$ cat config.mk
export PLATFORM = sky130hd
export DESIGN_NAME = dmem_arbiter
export DESIGN_NICKNAME = d
export VERILOG_FILES = /design/src/rtl/mips_mem_pkg.sv /design/src/rtl/dmem_arb_fair.sv /design/src/rtl/dmem_arbiter.sv
export SDC_FILE = /design/constraint.sdc
export NUM_CORES = 1
export LEC_CHECK = 0
export BUFFER_PORTS_ARGS = -buffer_cell sky130_fd_sc_hd__buf_2
export CORE_AREA = 8 8 68 85
export CTS_BUF_LIST = sky130_fd_sc_hd__clkbuf_2 sky130_fd_sc_hd__clkbuf_4 sky130_fd_sc_hd__clkbuf_8
export CTS_CLUSTER_SIZE = 24
export DETAILED_ROUTE_END_ITERATION = 12
export DIE_AREA = 0 0 76 93
export PLACE_DENSITY = 0.79
export SLEW_MARGIN = 15
export SYNTH_ARGS = -nofsm -noshare
export SYNTH_HDL_FRONTEND = slang
export SYNTH_SLANG_ARGS = --single-unit
$ cat constraint.sdc
create_clock -name clk -period 4.5 [get_ports clk]
set_input_delay 0.675 -clock clk [delete_from_list [all_inputs] [get_ports clk]]
set_output_delay 0.675 -clock clk [all_outputs]
set_load 0.03 [all_outputs]
$ cat src/rtl/mips_mem_pkg.sv
// ============================================================================
// mips_mem_pkg : shared data-memory widths and master indices
// Rev 1.0
// ============================================================================
`default_nettype none

package mips_mem_pkg;

   localparam int unsigned c_ADDR_SIZE = 10;
   localparam int unsigned c_WORD_SIZE = 32;

   typedef enum logic {
      M0 = 1'b0,
      M1 = 1'b1
   } master_e;

endpackage

`default_nettype wire

$ cat src/rtl/dmem_arb_fair.sv
// ============================================================================
// dmem_arb_fair : m1 starvation and burst-lock tracking, produces force_m1
// Rev 1.0
// ============================================================================
`default_nettype none

module dmem_arb_fair
   import mips_mem_pkg::*;
#(
   parameter int STARVE_LIMIT = 8,
   parameter int MAX_BURST    = 4
) (
   input  logic clk,
   input  logic rst,
   input  logic i_m0_req,
   input  logic i_m1_req,
   input  logic i_m1_lock,
   input  logic i_m0_gnt,
   input  logic i_m1_gnt,
   output logic o_force_m1,
   output logic o_starved
);

   localparam int c_SW = $clog2(STARVE_LIMIT + 1);
   localparam int c_BW = $clog2(MAX_BURST + 1);

   logic [c_SW-1:0] r_starve_cnt;
   logic [c_BW-1:0] r_burst_cnt;
   logic            r_last_m1;
   logic            w_starved;
   logic            w_burst_ok;

   assign w_starved  = (r_starve_cnt == c_SW'(STARVE_LIMIT));
   assign w_burst_ok = (r_burst_cnt < c_BW'(MAX_BURST));
   // The lock may only extend ownership m1 held in the previous cycle.
   assign o_force_m1 = i_m1_req && (w_starved || (r_last_m1 && i_m1_lock && w_burst_ok));
   assign o_starved  = w_starved;

   always_ff @(posedge clk) begin
      if (rst) begin
         r_starve_cnt <= '0;
         r_burst_cnt  <= '0;
         r_last_m1    <= 1'b0;
      end else begin
         if (i_m1_gnt || !i_m1_req)
            r_starve_cnt <= '0;
         else if (!w_starved)
            r_starve_cnt <= r_starve_cnt + c_SW'(1);

         r_last_m1 <= i_m1_gnt;

         if (i_m1_gnt) begin
            if (!i_m0_req)
               r_burst_cnt <= '0;
            else if (w_burst_ok)
               r_burst_cnt <= r_burst_cnt + c_BW'(1);
         end else if (i_m0_gnt) begin
            r_burst_cnt <= '0;
         end
      end
   end

endmodule

`default_nettype wire

$ cat src/rtl/dmem_arbiter.sv
// ============================================================================
// dmem_arbiter : two-master arbiter for the single-port data memory
// Optional statistics counters with DMEM_ARB_STATS_EN.      Rev 1.0
// ============================================================================
`default_nettype none

module dmem_arbiter
   import mips_mem_pkg::*;
#(
   parameter int ADDR_SIZE    = c_ADDR_SIZE,
   parameter int WORD_SIZE    = c_WORD_SIZE,
   parameter int STARVE_LIMIT = 8,
   parameter int MAX_BURST    = 4
) (
   input  logic                 clk,
   input  logic                 rst,
   input  logic                 m0_req,
   input  logic                 m0_we,
   input  logic [ADDR_SIZE-1:0] m0_addr,
   input  logic [WORD_SIZE-1:0] m0_wdata,
   output logic                 m0_gnt,
   output logic                 m0_rvalid,
   input  logic                 m1_req,
   input  logic                 m1_we,
   input  logic [ADDR_SIZE-1:0] m1_addr,
   input  logic [WORD_SIZE-1:0] m1_wdata,
   input  logic                 m1_lock,
   output logic                 m1_gnt,
   output logic                 m1_rvalid,
   output logic [WORD_SIZE-1:0] rdata,
   output logic [ADDR_SIZE-1:0] mem_addr,
   output logic                 mem_we,
   output logic [WORD_SIZE-1:0] mem_wdata,
`ifdef DMEM_ARB_STATS_EN
   output logic [31:0]          conflict_cnt,
   output logic [15:0]          force_cnt,
`endif
   input  logic [WORD_SIZE-1:0] mem_rdata
);

   logic    w_force_m1;
   master_e w_sel;
   logic    r_m0_rvalid;
   logic    r_m1_rvalid;
`ifdef DMEM_ARB_STATS_EN
   logic        w_starved;
   logic [31:0] r_conflict_cnt;
   logic [15:0] r_force_cnt;
`endif

   dmem_arb_fair #(
      .STARVE_LIMIT (STARVE_LIMIT),
      .MAX_BURST    (MAX_BURST)
   ) u_fair (
      .clk        (clk),
      .rst        (rst),
      .i_m0_req   (m0_req),
      .i_m1_req   (m1_req),
      .i_m1_lock  (m1_lock),
      .i_m0_gnt   (m0_gnt),
      .i_m1_gnt   (m1_gnt),
      .o_force_m1 (w_force_m1),
`ifdef DMEM_ARB_STATS_EN
      .o_starved  (w_starved)
`else
      .o_starved  ()
`endif
   );

   assign m1_gnt = !rst && m1_req && (!m0_req || w_force_m1);
   assign m0_gnt = !rst && m0_req && !m1_gnt;

   // Address/data follow m0 when idle; only mem_we qualifies an access.
   assign w_sel     = m1_gnt ? M1 : M0;
   assign mem_addr  = (w_sel == M1) ? m1_addr  : m0_addr;
   assign mem_wdata = (w_sel == M1) ? m1_wdata : m0_wdata;
   assign mem_we    = (m0_gnt && m0_we) || (m1_gnt && m1_we);
   assign rdata     = mem_rdata;

   always_ff @(posedge clk) begin
      if (rst) begin
         r_m0_rvalid <= 1'b0;
         r_m1_rvalid <= 1'b0;
      end else begin
         r_m0_rvalid <= m0_gnt && !m0_we;
         r_m1_rvalid <= m1_gnt && !m1_we;
      end
   end

   assign m0_rvalid = r_m0_rvalid;
   assign m1_rvalid = r_m1_rvalid;

`ifdef DMEM_ARB_STATS_EN
   always_ff @(posedge clk) begin
      if (rst) begin
         r_conflict_cnt <= '0;
         r_force_cnt    <= '0;
      end else begin
         if (m0_req && m1_req && (r_conflict_cnt != '1))
            r_conflict_cnt <= r_conflict_cnt + 32'd1;
         if (m1_gnt && w_starved && (r_force_cnt != '1))
            r_force_cnt <= r_force_cnt + 16'd1;
      end
   end

   assign conflict_cnt = r_conflict_cnt;
   assign force_cnt    = r_force_cnt;
`endif

endmodule

`default_nettype wire
# --- After elaboration in Yosys (flattened, before gate mapping) ---
# Index checks and enable logic that the tools add are counted.
totals:
  ff_bits: 10
  wordCells: 41
  in_bits: 123
  output_inout_bits: 79
op_classes:
  mux: 7
  eq_ne: 2
  reduce_logical: 24
  order_cmp: 1
  n_addsub: 2
op_table:
  columns: ["op", "count"]
  rows:
  - ["2-to-1 mux 32 bit", 1]
  - ["2-to-1 mux 3 bit", 4]
  - ["logical AND 1 bit", 11]
  - ["2-to-1 mux 10 bit", 1]
  - ["logical NOT 1 bit", 6]
  - ["adder 4 x 1 -> 4 bit, second input constant", 1]
  - ["== test 4 bit, second input constant", 1]
  - ["logical OR 1 bit", 4]
  - ["adder 3 x 1 -> 3 bit, second input constant", 1]
  - ["< comparator 3 bit, second input constant", 1]
  - ["!= test 3 x 2 -> 1 bit, second input constant", 1]
  - ["AND reduction 2 bit", 1]
  - ["nonzero test 2 bit", 1]
  - ["OR reduction 2 bit", 1]
  - ["2-to-1 mux 1 bit", 1]

# --- Depth between registers and ports, before layout ---
# Gate-level depths: netlist (run 1).
depth:
  depth_word: 10
  ltp_mapped: 6
  mapped_depth_nobuf: 5

# --- Modules after synthesis ---
# A second synthesis (run 1) with hierarchy kept.
unflattened:
  cells_unflattened: 134
  hier_area_um2: 1387.6
modules_own_cells:
  columns: ["mod", "area_per_inst_um2", "seq_area_each_um2", "cells_per_inst", "instances"]
  rows:
  - ["dmem_arbiter", 1008.5, 40.0, 91, 1]
  - ["dmem_arb_fair", 379.1, 160.2, 43, 1]

# --- Worst setup path after synthesis (run 1) ---
# Ideal clock, no wire load.
synth_path:
  path_kind: "flip-flop to output port"
  from: "reg u_fair.r_starve_cnt[0]"
  to: "out mem_we"
  path_stages_with_launch: 6
  required_time_ns: 3.825
  arrival_ns: 2.140
  path_slack_ns: 1.685
  n_path_buf: 0
  path_cell_list: "dfxtp_1 > inv_1 > ha_1 > and3b_1 > a2111oi_2 > a22o_1"
synth_between:
  elab_chain_cells: 9
  elab_cells_between_ends: 10
  cone_classes: "1 x eq/ne; 9 x reduce/logical"
synth_lines:
  columns: ["item", "line", "source"]
  rows:
  - ["from (decl)", "dmem_arb_fair.sv:27", "logic [c_SW-1:0] r_starve_cnt;"]
  - ["from (signal assigned)", "dmem_arb_fair.sv:48", "r_starve_cnt <= r_starve_cnt + c_SW'(1);"]
  - ["== test 4 bit", "dmem_arb_fair.sv:33", "assign w_starved = (r_starve_cnt == c_SW'(STARVE_LIMIT));"]
  - ["logical OR 1 bit", "dmem_arb_fair.sv:36", "assign o_force_m1 = i_m1_req && (w_starved || (r_last_m1 && i_m1_lock && w_burst_ok));"]
  - ["logical AND 1 bit", "dmem_arb_fair.sv:36", null]
  - ["logical OR 1 bit", "dmem_arbiter.sv:70", "assign m1_gnt = !rst && m1_req && (!m0_req || w_force_m1);"]
  - ["logical AND 1 bit", "dmem_arbiter.sv:70", null]
  - ["logical NOT 1 bit", "dmem_arbiter.sv:71", "assign m0_gnt = !rst && m0_req && !m1_gnt;"]
  - ["logical AND 1 bit", "dmem_arbiter.sv:71", null]
  - ["named net m0_gnt", "dmem_arbiter.sv:21", "output logic m0_gnt,"]
  - ["logical AND 1 bit", "dmem_arbiter.sv:77", "assign mem_we = (m0_gnt && m0_we) || (m1_gnt && m1_we);"]
  - ["logical OR 1 bit", "dmem_arbiter.sv:77", null]
  - ["to (decl)", "dmem_arbiter.sv:32", "output logic mem_we,"]
# The timed path passes the listed nets, and every way through them passes these cells.

# --- Worst setup path in the final report (run 1) ---
layout_path:
  from: "reg u_fair.r_starve_cnt[0]"
  to: "out mem_wdata[30]"
layout_between:
  elab_chain_cells: 7
layout_lines:
  columns: ["item", "line", "source"]
  rows:
  - ["== test 4 bit", "dmem_arb_fair.sv:33", null]
  - ["logical OR 1 bit", "dmem_arb_fair.sv:36", null]
  - ["logical AND 1 bit", "dmem_arb_fair.sv:36", null]
  - ["logical OR 1 bit", "dmem_arbiter.sv:70", null]
  - ["logical AND 1 bit", "dmem_arbiter.sv:70", null]
  - ["2-to-1 mux 1 bit", "dmem_arbiter.sv:74", "assign w_sel = m1_gnt ? M1 : M0;"]
  - ["2-to-1 mux 32 bit", "dmem_arbiter.sv:76", "assign mem_wdata = (w_sel == M1) ? m1_wdata : m0_wdata;"]
  - ["to (decl)", "dmem_arbiter.sv:33", "output logic [WORD_SIZE-1:0] mem_wdata,"]
# No other way between the ends.

==> flow_metrics.tcl, run 1 <==
set metrics [dict create \
    drtIter0Drc 35 \
    antenna_found_initial 0 \
    numPortBuffers 137 \
    synthFlopType "dfxtp_1" \
    hp-class "reg2reg" \
    fmax_mhz 336 \
    synth-simple-area-share_pct 10.8 \
    dieHeight_um 93 \
    syn_nets 254 \
    drive_gt1_share_pct 78.1 \
    holdWs_ns 0.494 \
    synth_fa_ha_area_share_pct 2.93 \
    critPathArrivalTime_ns 2.30 \
    fin_area_um2 1810 \
    synthMuxAreaShare_pct 36.9 \
    remaining_drc_errors 0 \
    min-delay-start "u_fair.r_starve_cnt[0]$_SDFFE_PP0P_" \
    core_area_um2 4520 \
    io_pins 202 \
    wl_mm 4.71 \
    clkSinkCount 10 \
    dr.pass1.iters 4 \
    p_per_area_nw_per_um2 201 \
    cts_max_level 1 \
    vias 1344 \
    cp.required_ns 3.83 \
    synth_edf_count 0 \
    postRouteAntennaNets 0 \
    syn_area_per_cell_um2 10.0 \
    synth_seq_area_share_pct 15.6 \
    clk_pin_slew_ns 0.04 \
    crit-reg2reg-launch "u_fair.r_starve_cnt[0]$_SDFFE_PP0P_" \
    diodes 0 \
    fin_tns_setup_ns 0 \
    initial_core_util_pct 28.3 \
    setup.worst_path.class "reg2out" \
    fp-row-count 28 \
    syn_to_final_growth_pct 40.9 \
    ys_types 29 \
    layout.cells.non_filler 293 \
    via_per_inst 4.59 \
    postSynthCellCount 128 \
    cts_buffers 3 \
    cts_setup_buffers 0 \
    grt_util_all_layers_pct 12.3 \
    clkLatencyLatePin_ns 0.23 \
    tightest_slew_ns 0.519 \
    grt_start_max_net_pins 46 \
    peakVddDrop_uv 113 \
    fin_nets 361 \
    clock_skew_ns 0.00166 \
    fin_crit_sh_pct 66.2 \
    cts.path.max_buffers 2 \
    yosys_warnings 0 \
    placed_cell_area_um2 1760 \
    grt_pass1_wl_mm 7.13 \
    outcome "completed" \
    cp-start-kind "register" \
    final_hold_viol_count 0 \
    leakagePower_uw 0.000943 \
    worstSetupEndpointType "output port" \
    final_max_slew_viol_count 0 \
    syn-cell-area_um2 1280 \
    fin_crit_ns 2.98 \
    cts_tree "built" \
    power_uw 363 \
    startpoint "u_fair.r_starve_cnt[0]$_SDFFE_PP0P_" \
    post_cts_resized 0 \
    synth-compound-area-share_pct 8.30 \
    rsz0062_at_grt "no" \
    die_w_um 76 \
    hold_buffers 0 \
    synth_top_family_by_area "multiplexers" \
    gp_congestion 0.847 \
    grt_pass1_vias 1385 \
    ys_seq_elements 10 \
    path_max_fanout 45 \
    async_flop_share_pct 0 \
    dieArea_um2 7070 \
    slew_headroom_pct 65.4 \
    synth-xor-area-share_pct 1.37 \
    wl_per_cell_um 16.1 \
    setup_viol 0 \
    placed_cells 290 \
    maxCapViolCount 0 \
    gr-total-overflow 0 \
    place_hpwl_mm 4.17 \
    root_buffer "clkbuf_8" \
]
[path summary, 6_finish.rpt]
kind / to / slack, ns / cells after the start
hold / removal: u_fair.r_starve_cnt[0]$_SDFFE_PP0P_ / 0.49 / 1
hold reg to reg: u_fair.r_starve_cnt[0]$_SDFFE_PP0P_ / 0.49 / 1
setup / recovery: mem_wdata[30] / 1.52 / 7
setup reg to reg: m0_rvalid$_SDFF_PP0_ / 2.79 / 5
[synth_stat cells, drive strengths merged (2+ instances only)]
cell type  number  area share (%)
buf            36              22
nor2            3            0.88
inv             6             1.8
dfxtp          10              16
nor2b           3             1.5
nor3            3             1.2
nand3b          3             3.7
a21oi           2            0.78
ha              3             2.9
a32o            2             1.6
a311oi          2             2.7
mux2           42              37
[cell type report]
cell class              count  area (µm²)
clock buffers               3        41.3
fillers                   436        2710
inverters                   6        22.5
multi-input cells          76         773
flip-flops and latches     10         200
well taps                  60        75.1
repair buffers            138         693
[cells in the final DEF, fill, tap and decap left out, types with 2 or more instances in the layout]
| master | count |
|---|---|
| clkbuf_8 | 3 |
| nor2b_1 | 3 |
| buf_2 | 137 |
| nand3b_4 | 2 |
| inv_1 | 6 |
| nor3_1 | 3 |
| ha_1 | 3 |
| a32o_1 | 2 |
| mux2_2 | 36 |
| a21oi_1 | 2 |
| mux2_1 | 6 |
| nor2_1 | 3 |
| dfxtp_1 | 10 |
[per-layer routing]
metal	vias up	track usage, %	share of wire (%)
met5	-	0	0
met4	0	2.46	0.23
met3	4	7.58	14
met2	99	19.1	45
met1	605	14.0	41
li1	636	-	-
[critical path, cell delays in order (launching register included)]
cell and delay [ns]:
dfxtp_1 0.33, inv_1 0.06, ha_1 0.21, nand3b_4 0.12, a311oi_4 0.25, buf_4 0.49, mux2_2 0.43, buf_2 0.19
[state kept, by name (all words and copies together), names as in the netlist]
signal and cells:
u_fair.r_burst_cnt 3, u_fair.r_starve_cnt 4, m0_rvalid 1, u_fair.r_last_m1 1
m1_rvalid 1
[cells by family after synthesis]
family                   count (synthesis)
XOR/XNOR                                 2
adder cells (fa/ha/maj)                  3
buffers and inverters                   42
multiplexers                            42
AND/OR/NAND/NOR                         19
AO/OA/AOI/OAI                           10
flip-flops                              10
[metrics by stage]
step,util (%),worst slack [ns]
after global placement,39.0,1.56
after CTS,40.0,1.48
after floorplan,-,1.69
final,40.0,1.52
after detailed placement,39.0,1.53
after global routing,40.0,1.38
[report_power, final]
| group | internal, µW | switching [µW] |
|---|---|---|
| combinational | 75.5 | 107 |
| sequential | 90.5 | 0.960 |
| clock | 58.2 | 30.7 |
No activity file was read; power rests on OpenSTA's default activity.
==> inputs of run 2 (changes only) <==
clock period = 3 ns   (was 4.5 ns; I/O delays follow)
==> flow_metrics.tcl, run 2 (same netlist as run 1, synthesis figures left out) <==
set metrics [dict create \
    fin_crit_ns 2.60 \
    grt_start_max_net_pins 24 \
    wl_per_cell_um 16.6 \
    cts_max_level 1 \
    hold_buffers 0 \
    clk_pin_slew_ns 0.05 \
    crit_cells 7 \
    clock_skew_ns 0.000538 \
    vias 1306 \
    io_pins 202 \
    final_hold_viol_count 0 \
    grt_use_met3_pct 8.83 \
    cts_setup_buffers 0 \
    largest_reg_flops 4 \
    leakagePower_uw 0.000956 \
    place_hpwl_mm 4.30 \
    rsz0062_at_grt "no" \
    grt_pass1_vias 1339 \
    wl_mm 4.90 \
    root_buffer "clkbuf_8" \
    cts_tree "built" \
    dr.pass1.iters 4 \
    cts_buffers 3 \
    antenna_found_initial 0 \
    cts.path.max_buffers 2 \
    fin_crit_sh_pct 86.8 \
    slew_headroom_pct 73.3 \
    ff2ff_setup_slack_ns 1.38 \
    die_w_um 76 \
    dp_slack_ns 0.630 \
    holdPathEnd "m1_rvalid$_SDFF_PP0_" \
    min_path_cells 2 \
    dieHeight_um 93 \
    min-delay-start "m1_we" \
    peakVddDrop_uv 150 \
    fin_ws_ns 0.396 \
    via_per_inst 4.43 \
    worstSetupEndpointType "output port" \
    clkSinkCount 10 \
    remaining_drc_errors 0 \
    crit-reg2reg-launch "u_fair.r_starve_cnt[0]$_SDFFE_PP0P_" \
    path_cells "inv_1 -> ha_1 -> nand3b_4 -> a311oi_4 -> buf_4 -> mux2_2 -> buf_2" \
    crit_buf_inv 3 \
    r2r_end "m0_rvalid$_SDFF_PP0_" \
    syn_to_final_growth_pct 42.6 \
    fmax_mhz 384 \
    top_usage_layer "met2" \
    dieArea_um2 7070 \
    final_common_cell "buf_2" \
    initial_core_util_pct 28.3 \
    cp_slowest_stage_delay_ns 0.40 \
    numPortBuffers 137 \
    met1_usage_pct 13.2 \
    r2r_cells 5 \
    hp-class "in2reg" \
    final-seq-area_um2 200 \
    outcome "completed" \
    fp-row-count 28 \
    cp_top_family "buffers and inverters" \
    grt_util_all_layers_pct 12.7 \
    p_per_area_nw_per_um2 319 \
    drive_gt1_share_pct 78.3 \
    final.fill_count 437 \
    multiInputGateArea_um2 773 \
    fin_nets 362 \
    setup.worst_path.class "reg2out" \
    startpoint "u_fair.r_starve_cnt[0]$_SDFFE_PP0P_" \
    clkLatencyLatePin_ns 0.24 \
    maxCapViolCount 0 \
    gp_congestion 0.896 \
    cp-start-kind "register" \
    post_cts_resized 0 \
    grt_pass1_wl_mm 7.27 \
    final_max_slew_viol_count 0 \
    fin_tns_setup_ns 0 \
    setup_viol 0 \
    met2_usage_pct 20.1 \
    critPathArrivalTime_ns 2.15 \
    core_area_um2 4520 \
    top_register "u_fair.r_starve_cnt" \
    gr-total-overflow 0 \
    slowest_stage "mux2_2" \
    path_max_fanout 23 \
    postRouteAntennaNets 0 \
    drtIter0Drc 16 \
    reg_top3 "u_fair.r_starve_cnt x4, u_fair.r_burst_cnt x3" \
    diodes 0 \
    cp.required_ns 2.55 \
    tightest_slew_ns 0.400 \
    final_cell_mix "buf_2 (137), mux2_2 (36), dfxtp_1 (10)" \
]
-- run 2: how the worst max path moves through the flow --
stage               slack, ns       endpoint
finish                   0.40  mem_wdata[31]
global route             0.29  mem_wdata[31]
CTS                      0.37  mem_wdata[31]
detailed placement       0.63  mem_wdata[31]
global placement         0.68  mem_wdata[30]
floorplan                0.41         mem_we
-- run 2: worst reg2reg max path: stages, from the launching register on --
cell       delay, ns
dfxtp_1         0.38
inv_1           0.06
ha_1            0.24
and3b_1         0.24
a2111oi_2       0.47
nor2b_1         0.17
-- run 2: where the power goes --
part | leakage, µW | switching, µW | internal [µW] | total [µW]
clock | 0.0000288 | 55.5 | 116 | 171
combinational | 0.000846 | 160 | 114 | 275
sequential | 0.0000811 | 1.57 | 135 | 137
-- run 2: final cells by class --
cell class | count | area share, %
multi-input combinational | 76 | 42.3
clock buffer | 4 | 3.01
sequential | 10 | 11.0
timing repair buffer | 139 | 38.4
tap | 60 | 4.11
inverter | 6 | 1.23
-- run 2: routing by layer --
metal	vias to the layer above	wire [µm]
li1	642	-
met1	562	1870
met2	96	2250
met3	6	741
met4	0	51
met5	-	0
-- run 2: per-stage QoR --
| stage | power, µW | hold slack [ns] | std cells | area [µm²] | util [%] |
|---|---|---|---|---|---|
| 6_report | 583 | 0.379 | 295 | 1830 | 40.4 |
| 4_1_cts | 589 | 0.372 | 295 | 1830 | 40.4 |
| 3_3_place_gp | 413 | 0.472 | 291 | 1770 | 39.2 |
| 5_1_grt | 611 | 0.380 | 295 | 1830 | 40.4 |
| 2_1_floorplan | 386 | 0.456 | 128 | 1280 | - |
| 3_5_place_dp | 416 | 0.503 | 291 | 1770 | 39.2 |
==> inputs of run 3 (changes only) <==
==> constraint.sdc (replaced) <==
create_clock -name clk -period 3 [get_ports clk]
set_input_delay 0.3 -clock clk [delete_from_list [all_inputs] [get_ports clk]]
set_output_delay 0.3 -clock clk [all_outputs]
set_load 0.03 [all_outputs]
==> flow_metrics.tcl, run 3 (same netlist as run 1, synthesis figures left out) <==
set metrics [dict create \
    core_area_um2 4520 \
    power_uw 582 \
    outcome "completed" \
    clkLatencyLatePin_ns 0.24 \
    gr-total-overflow 0 \
    wl_mm 4.94 \
    fin_crit_ns 2.58 \
    top_usage_layer "met2" \
    ff2ff_setup_slack_ns 1.31 \
    cts_max_level 1 \
    min-delay-start "m1_we" \
    crit_buf_inv 3 \
    grt_util_all_layers_pct 12.8 \
    final_hold_viol_count 0 \
    io_pins 202 \
    final_max_slew_viol_count 0 \
    root_buffer "clkbuf_8" \
    fin_tns_setup_ns 0 \
    postRouteAntennaNets 0 \
    cts_tree "built" \
    final-seq-area_um2 200 \
    clkSinkCount 10 \
    rsz0062_at_grt "no" \
    maxCapViolCount 0 \
    initial_core_util_pct 28.3 \
    dieArea_um2 7070 \
    cts_buffers 3 \
    diodes 0 \
    worstSetupEndpointType "output port" \
    cp_slowest_stage_delay_ns 0.46 \
    clock_skew_ns 0.00151 \
    syn_to_final_growth_pct 42.6 \
    die_w_um 76 \
    slew_headroom_pct 68.3 \
    path_max_fanout 38 \
    final_common_cell "buf_2" \
    cp-start-kind "register" \
    startpoint "u_fair.r_starve_cnt[0]$_SDFFE_PP0P_" \
    cp.required_ns 2.70 \
    reg_top3 "u_fair.r_starve_cnt x4, u_fair.r_burst_cnt x3" \
    final.fill_count 448 \
    crit-reg2reg-launch "u_fair.r_starve_cnt[0]$_SDFFE_PP0P_" \
    setup.worst_path.class "reg2out" \
    place_hpwl_mm 4.33 \
    hp-class "in2reg" \
    p_per_area_nw_per_um2 318 \
    fp-row-count 28 \
    holdWs_ns 0.232 \
    post_cts_resized 0 \
    cp_top_family "buffers and inverters" \
    largest_reg_flops 4 \
    met2_usage_pct 20.5 \
    fin_crit_sh_pct 86.1 \
    drtIter0Drc 29 \
    remaining_drc_errors 0 \
    gp_congestion 0.885 \
    tightest_slew_ns 0.475 \
    dieHeight_um 93 \
    antenna_found_initial 0 \
    leakagePower_uw 0.000956 \
    path_cells "inv_1 -> ha_1 -> nand3b_4 -> a311oi_4 -> buf_4 -> mux2_2 -> buf_2" \
    fmax_mhz 387 \
    setup_viol 0 \
    clk_pin_slew_ns 0.05 \
    grt_start_max_net_pins 39 \
    numPortBuffers 137 \
    fin_nets 362 \
    critPathArrivalTime_ns 2.28 \
    via_per_inst 4.58 \
    vias 1351 \
    peakVddDrop_uv 224 \
    final_cell_mix "buf_2 (137), mux2_2 (36), dfxtp_1 (10)" \
    grt_use_met3_pct 7.58 \
    cts.path.max_buffers 2 \
    slowest_stage "buf_4" \
    hold_buffers 0 \
    multiInputGateArea_um2 773 \
    met1_usage_pct 14.2 \
    grt_pass1_vias 1393 \
    dr.pass1.iters 4 \
    top_register "u_fair.r_starve_cnt" \
    wl_per_cell_um 16.7 \
    grt_pass1_wl_mm 7.44 \
    drive_gt1_share_pct 78.3 \
    cts_setup_buffers 0 \
]
==> run 3: cell counts in the layout (fill, tap and decap cells not counted) <==
Identical to the previous run, type by type.
==> run 3: power by group <==
group          internal (µW)  switching [µW]
clock network            115            54.5
logic                    114             161
registers                136            1.54
total                    365             217
==> run 3: cell type report <==
| class | count | area share, % |
|---|---|---|
| multi-input combinational | 76 | 42.3 |
| timing repair buffer | 139 | 38.4 |
| sequential | 10 | 11.0 |
| tap | 60 | 4.11 |
| clock buffer | 4 | 3.01 |
| inverter | 6 | 1.23 |
==> run 3: metal layers <==
metal,up-vias,share of wire [%]
met5,-,0
met4,0,0.81
met3,5,13
met2,98,46
met1,607,41
li1,641,-
==> run 3: through the flow <==
step | worst slack [ns] | utilization, % | instances | instance area [µm²]
finish | 0.418 | 40.4 | 295 | 1830
global route | 0.308 | 40.4 | 295 | 1830
CTS | 0.407 | 40.4 | 295 | 1830
detailed placement | 0.672 | 39.2 | 291 | 1770
global placement | 0.731 | 39.2 | 291 | 1770
floorplan | 0.560 | - | 128 | 1280
==> run 3: final timing paths <==
kind                                              end  cells past startpoint
hold reg to reg   u_fair.r_starve_cnt[0]$_SDFFE_PP0P_                      1
setup reg to reg                 m1_rvalid$_SDFF_PP0_                      6
setup / recovery                        mem_wdata[10]                      7
hold / removal                   m1_rvalid$_SDFF_PP0_                      2
==> run 3: worst register-to-register path, cell delays in order (launching register included) <==
cell and delay, ns:
dfxtp_1 0.33, inv_1 0.07, ha_1 0.20, nand3b_4 0.11, a311oi_4 0.28, buf_4 0.46
nor2b_1 0.19
